`src/rtl/ahb_apb_pkg.sv`:
```
// Shared AHB/APB encodings and the bridge state type.
package ahb_apb_pkg;

    localparam logic [1:0] HTRANS_IDLE   = 2'b00;
    localparam logic [1:0] HTRANS_BUSY   = 2'b01;
    localparam logic [1:0] HTRANS_NONSEQ = 2'b10;
    localparam logic [1:0] HTRANS_SEQ    = 2'b11;

    localparam logic [2:0] HSIZE_BYTE    = 3'b000;
    localparam logic [2:0] HSIZE_HALF    = 3'b001;
    localparam logic [2:0] HSIZE_WORD    = 3'b010;
    localparam logic [2:0] HSIZE_DWORD   = 3'b011;

    localparam logic [2:0] HBURST_SINGLE = 3'b000;
    localparam logic [2:0] HBURST_INCR   = 3'b001;
    localparam logic [2:0] HBURST_WRAP4  = 3'b010;
    localparam logic [2:0] HBURST_INCR4  = 3'b011;
    localparam logic [2:0] HBURST_WRAP8  = 3'b100;
    localparam logic [2:0] HBURST_INCR8  = 3'b101;
    localparam logic [2:0] HBURST_WRAP16 = 3'b110;
    localparam logic [2:0] HBURST_INCR16 = 3'b111;

    typedef enum logic [2:0] {
        ST_IDLE   = 3'd0,
        ST_WDATA  = 3'd1,
        ST_SETUP  = 3'd2,
        ST_ACCESS = 3'd3,
        ST_ERR1   = 3'd4,
        ST_ERR2   = 3'd5
    } bridge_state_e;

    // The APB side is 32 bits wide, so anything wider than a word is refused.
    function automatic logic size_supported(input logic [2:0] size);
        return size <= HSIZE_WORD;
    endfunction

endpackage

```
`src/rtl/ahb2apb_strb.sv`:
```
// Byte-strobe decode for an APB write from transfer size and address low bits.
module ahb2apb_strb
    import ahb_apb_pkg::*;
#(
    parameter int DATA_WIDTH = 32
) (
    input  logic [1:0]              addr_lo,
    input  logic [2:0]              size,
    input  logic                    write,
    output logic [DATA_WIDTH/8-1:0] strb
);

    localparam int STRB_W = DATA_WIDTH / 8;

    // Reads never drive strobes; halfwords align to the halfword lane.
    always_comb begin
        strb = '0;
        if (write) begin
            case (size)
                HSIZE_BYTE: strb = STRB_W'(1) << addr_lo;
                HSIZE_HALF: strb = STRB_W'(3) << {addr_lo[1], 1'b0};
                HSIZE_WORD: strb = '1;
                default:    strb = '0;
            endcase
        end
    end

endmodule

```
`src/rtl/ahb2apb_bridge.sv`:
```
// AHB-Lite slave to APB4 master bridge; one transfer in flight at a time.
//
// state  | meaning
// IDLE   | ready for a new AHB transfer
// WDATA  | AHB write data phase, capturing hwdata
// SETUP  | APB setup cycle (psel, no penable)
// ACCESS | APB access cycle, waiting on pready
// ERR1   | first ERROR response cycle (hreadyout low)
// ERR2   | second ERROR response cycle (hreadyout high)
module ahb2apb_bridge
    import ahb_apb_pkg::*;
#(
    parameter int ADDR_WIDTH = 32,
    parameter int DATA_WIDTH = 32
) (
    input  logic                    hclk,
    input  logic                    hrst,
    input  logic                    hsel,
    input  logic [ADDR_WIDTH-1:0]   haddr,
    input  logic                    hwrite,
    input  logic [1:0]              htrans,
    input  logic [2:0]              hsize,
    input  logic [DATA_WIDTH-1:0]   hwdata,
    input  logic                    hready,
    output logic                    hreadyout,
    output logic                    hresp,
    output logic [DATA_WIDTH-1:0]   hrdata,
    output logic [ADDR_WIDTH-1:0]   paddr,
    output logic                    psel,
    output logic                    penable,
    output logic                    pwrite,
    output logic [DATA_WIDTH-1:0]   pwdata,
    output logic [DATA_WIDTH/8-1:0] pstrb,
    input  logic [DATA_WIDTH-1:0]   prdata,
    input  logic                    pready,
    input  logic                    pslverr
);

    bridge_state_e           state;
    logic [2:0]              size_q;
    logic [DATA_WIDTH/8-1:0] strb_next;
    logic                    valid_xfer;
    logic                    access_done;
    logic                    access_err;
    logic                    accept;

    assign valid_xfer  = hsel & htrans[1] & hready;
    assign access_done = (state == ST_ACCESS) & pready & ~pslverr;
    assign access_err  = (state == ST_ACCESS) & pready & pslverr;

    // New transfers are taken only where this slave is driving hreadyout high.
    assign accept = valid_xfer &
                    ((state == ST_IDLE) | (state == ST_ERR2) | access_done);

    // Strobes come from the registered address phase so they are ready by SETUP.
    ahb2apb_strb #(
        .DATA_WIDTH (DATA_WIDTH)
    ) u_strb (
        .addr_lo (paddr[1:0]),
        .size    (size_q),
        .write   (pwrite),
        .strb    (strb_next)
    );

    // State sequencing and the registered APB address/control/data.
    always_ff @(posedge hclk) begin
        if (hrst) begin
            state  <= ST_IDLE;
            paddr  <= '0;
            pwrite <= 1'b0;
            pwdata <= '0;
            pstrb  <= '0;
            size_q <= '0;
        end else if (accept) begin
            paddr  <= haddr;
            pwrite <= hwrite;
            size_q <= hsize;
            pstrb  <= '0;
            if (!size_supported(hsize)) begin
                state <= ST_ERR1;
            end else if (hwrite) begin
                state <= ST_WDATA;
            end else begin
                state <= ST_SETUP;
            end
        end else begin
            case (state)
                ST_IDLE:   state <= ST_IDLE;
                ST_WDATA: begin
                    pwdata <= hwdata;
                    pstrb  <= strb_next;
                    state  <= ST_SETUP;
                end
                ST_SETUP:  state <= ST_ACCESS;
                ST_ACCESS: begin
                    if (pready) begin
                        state <= pslverr ? ST_ERR2 : ST_IDLE;
                    end
                end
                ST_ERR1:   state <= ST_ERR2;
                ST_ERR2:   state <= ST_IDLE;
                default:   state <= ST_IDLE;
            endcase
        end
    end

    assign psel    = (state == ST_SETUP) | (state == ST_ACCESS);
    assign penable = (state == ST_ACCESS);

    // AHB response decode; ACCESS follows pready so completion costs no extra cycle.
    always_comb begin
        hreadyout = 1'b1;
        case (state)
            ST_IDLE:   hreadyout = 1'b1;
            ST_WDATA:  hreadyout = 1'b0;
            ST_SETUP:  hreadyout = 1'b0;
            ST_ACCESS: hreadyout = access_done;
            ST_ERR1:   hreadyout = 1'b0;
            ST_ERR2:   hreadyout = 1'b1;
            default:   hreadyout = 1'b1;
        endcase
    end

    assign hresp  = (state == ST_ERR1) | (state == ST_ERR2) | access_err;
    assign hrdata = (access_done & ~pwrite) ? prdata : '0;

endmodule

```
`config.mk`:
```
export PLATFORM = sky130hd
export DESIGN_NAME = ahb2apb_bridge
export DESIGN_NICKNAME = d
export VERILOG_FILES = /design/src/rtl/ahb_apb_pkg.sv /design/src/rtl/ahb2apb_strb.sv /design/src/rtl/ahb2apb_bridge.sv
export SDC_FILE = /design/constraint.sdc
export NUM_CORES = 1
export LEC_CHECK = 0
export CELL_PAD_IN_SITES_DETAIL_PLACEMENT = 1
export CELL_PAD_IN_SITES_GLOBAL_PLACEMENT = 2
export CORE_UTILIZATION = 19
export DETAILED_ROUTE_END_ITERATION = 8
export HOLD_SLACK_MARGIN = 0.02
export PLACE_DENSITY = 0.95
export RECOVER_POWER = 25
export SYNTH_ARGS = -nofsm -noshare
export SYNTH_HDL_FRONTEND = slang
export SYNTH_SLANG_ARGS = --single-unit
export TNS_END_PERCENT = 5
```
`constraint.sdc`:
```
create_clock -name hclk -period 2.99 [get_ports hclk]
set_input_delay 0.4485 -clock hclk [delete_from_list [all_inputs] [get_ports hclk]]
set_output_delay 0.4485 -clock hclk [all_outputs]
set_load 0.01 [all_outputs]
```
==> run summary <==
The run finished with clean final reports. Detailed placement ended at an HPWL of 8290 um. Across the VDD grid, the largest voltage drop is 300 uV.

In this run the worst path has a maximum fanout of 32. The die boundary width was 128 um; the final RePlAce weighted congestion was 0.689. The power per standard cell area is 471 nW/um^2. The maximum count of clock buffers along a single path was 2; the upper clock frequency limit was 365 MHz. Buffers inserted during clock tree synthesis total 9. The fraction of layout instances using a drive strength above 1 works out to 0.0471.

During synthesis, Yosys emitted a total of 0 warnings. The count of hold buffers inserted by post-cts repair was 0. The logs give 0.00741 for the tightest slew margin relative to the limit and 0 for the final hold violation count. The H-tree level count was 3; the flip-flop and latch count after synthesis was 75.

The post-synthesis sequential area ratio was 0.499; the number of enable flip-flop cells after synthesis was 0. After detailed routing, the number of remaining DRC violations is 0. Along the worst hold path, the cell count comes to 2. Leaving out fill and tap cells, the most frequent cell in the layout is clkdlybuf4s50_1. Summed over all nets, the switching power comes to 0.611 mW. Counting I/O delays and the setup requirement, the final critical path takes 2.74 ns.

The wire length of the first global-routing pass is 17600 um, and the setup slack of the worst register-to-register path is 0.71 ns. The full die area came out at 16300 um^2. For this run the aggregate overflow at the end of global routing stands at 0. Total count of max-transition violations in the final report: 0.

The dominant synthesized flop cell was dfxtp_1. The all-layer global routing usage is 0.140. The netlist area before placement came out at 3010 um^2. Setup violations remaining at the end of the flow were counted as 0. Proportion of register bits with asynchronous set or reset after synthesis: 0. The total power consumption of the routed design is 2.66 mW.

The max-cap violation count was 0. The mean routed wirelength per cell is 13.9 um. In the synthesized netlist, the number of instances is 389.

The via count was 3299; the distinct cell type count after synthesis was 29. The top cell types in the final layout, fill and taps aside, are clkdlybuf4s50_1, nand2_1, dfxtp_1, a21oi_1, and2_1. The run gives 1370 um^2 as the area occupied by multi-input gates. The tools report the portion of total power attributed to the clock network as 0.449. Kind of critical path: reg2out. The path category of the worst min-delay check is reg2reg.

In this run the core area contains 45 standard-cell rows. The mean instance size in the synthesized netlist is 7.73 um^2, and the share of the cycle needed by the critical path after routing is 0.916. The tools report the initial antenna violation count as 0. From synthesis to final layout, the design area changed by 87.6%. At the worst endpoint, the arrival time is 2.29 ns. The setup clock skew after layout was 0.00642 ns; the worst-skew pair later-pin latency was 0.34 ns. The effective utilization at floorplan was 0.196; the vertical die dimension was 128 um.

For the design internal power, the log shows 2.05 mW. During placement, the flow inserted port buffers numbering 211. The run gives 0.149 as the power share of the combinational group.

The tools report the required time of the critical path as 2.54 ns. The worst setup path is launched from a register. Once placement finished, the instance area stood at 5310 um^2. In this run, the number of DRC markers left after iteration 0 of detailed routing was 79. After detailed routing, the number of vias per cell comes to 4.10. The tools report the via count of the first global-routing pass as 3459.

The number of detailed-routing iterations run before antenna repair is 4. Setup repair after global routing left no endpoint under its margin. The run gives 697 as the number of nets in the finished design. Clock-pin slew was measured on the worst setup and hold paths at 0.05 ns. The worst setup path is captured at a primary output.

The run gives 0 as the antenna diode count. Adding up every negative setup slack in the final design gives 0 ns. The run gives 15300 um^2 as the area inside the core boundary. Once detail routing completed, the nets flagged for antenna violations numbered 0. The area taken by flip-flops and latches is 1500 um^2, and the clock sink count is 75. The share of power burned in registers was 0.403. TritonCTS built the clock tree. The switching share of total power is 0.230.

The largest net degree at the start of global routing is 39, and the number of nets produced by synthesis is 497. For the summed area of non-filler cells in the final layout, the log shows 5640 um^2. The logic depth of the worst register-to-register path was 5; the leakage component of the power was 1.98 nW. The tree is rooted in a clkbuf_16. At the pin with the least slew margin, the transition time is 1.49 ns. Fill cells in the final layout number 1821. Wires add up to 11200 um. 213 I/O pins were placed.
==> power groups by stage <==
stage / logic [mW] / clock network [mW] / registers [mW]
after floorplan: 0.129 / 0 / 1.10
after CTS: 0.404 / 1.24 / 1.07
final: 0.395 / 1.19 / 1.07
after detailed placement: 0.400 / 0 / 1.09
after global routing: 0.432 / 1.29 / 1.08
after global placement: 0.391 / 0 / 1.09
==> worst max-delay path: stages, from the launching register on <==
cell             delay, ns
dfxtp_1               0.41
inv_1                 0.16
and3_1                0.19
and4bb_4              0.43
and2_1                0.19
clkdlybuf4s50_1       0.57
==> layer usage <==
layer  track usage  wire [um]  vias to the layer above
met3        0.0689        966                       11
met4        0.0450        141                        0
met5             0          0                        -
met1         0.144       4440                     1525
li1              -          -                     1657
met2         0.248       5670                      106
==> kinds of logic (layout without fill, tap and decap cells) <==
| group | Yosys count | in the layout | share of synthesized area |
|---|---|---|---|
| AOI/OAI and AO/OA | 87 | 87 | 0.162 |
| DFF | 75 | 75 | 0.499 |
| buffers and inverters | 31 | 236 | 0.0499 |
| and+or+nand+nor | 196 | 196 | 0.288 |
==> sequential cells by signal, indices dropped and copies added (netlist names) <==
name / count
paddr: 32
pwdata: 32
pstrb: 4
size_q: 3
pwrite: 1
state: 3
==> worst paths after layout <==
check                                   to        from
worst max-delay path             hrdata[6]    state[2]
worst min register to register  pwdata[26]  pwdata[26]
worst max register to register  pwdata[30]    state[1]
worst min-delay path            pwdata[26]  pwdata[26]
==> synthesized netlist by cell type, types with 2 or more instances <==
cell type	n	area, um^2
dfxtp_1	75	1500
nor2_1	6	22.5
nand2_1	140	526
nand2b_1	4	25.0
buf_2	6	30.0
o21ai_0	2	10.0
nor2b_1	3	18.8
buf_6	2	22.5
clkbuf_1	18	67.6
inv_1	2	7.51
o21ai_1	3	15.0
and2_1	32	200
buf_4	3	22.5
and3_1	2	12.5
nand3_1	4	20.0
a21oi_1	74	370
==> what timing repair did <==
item / in CTS / in global routing
resized for setup: 0 / 1
endpoints found under the setup margin: 0 / 2
buffers inserted: 0 / 0
==> per-stage QoR <==
stage | cells | setup slack (ns) | utilization | hold slack, ns
after floorplan | 389 | 1.19 | - | 0.468
after global placement | 789 | 0.314 | 0.347 | 0.441
after global routing | 805 | 0.105 | 0.368 | 0.475
final | 805 | 0.250 | 0.368 | 0.451
after detailed placement | 789 | 0.207 | 0.347 | 0.447
after CTS | 805 | 0.0891 | 0.368 | 0.455
==> layout make-up <==
class	instances	area share
multi-input cells	283	0.243
clock inverters	5	0.0133
clock buffers	11	0.0448
inverters	2	0.00133
well taps	211	0.0468
flip-flops and latches	75	0.266
repair buffers	218	0.384
No activity file was read; power rests on OpenSTA's default activity.
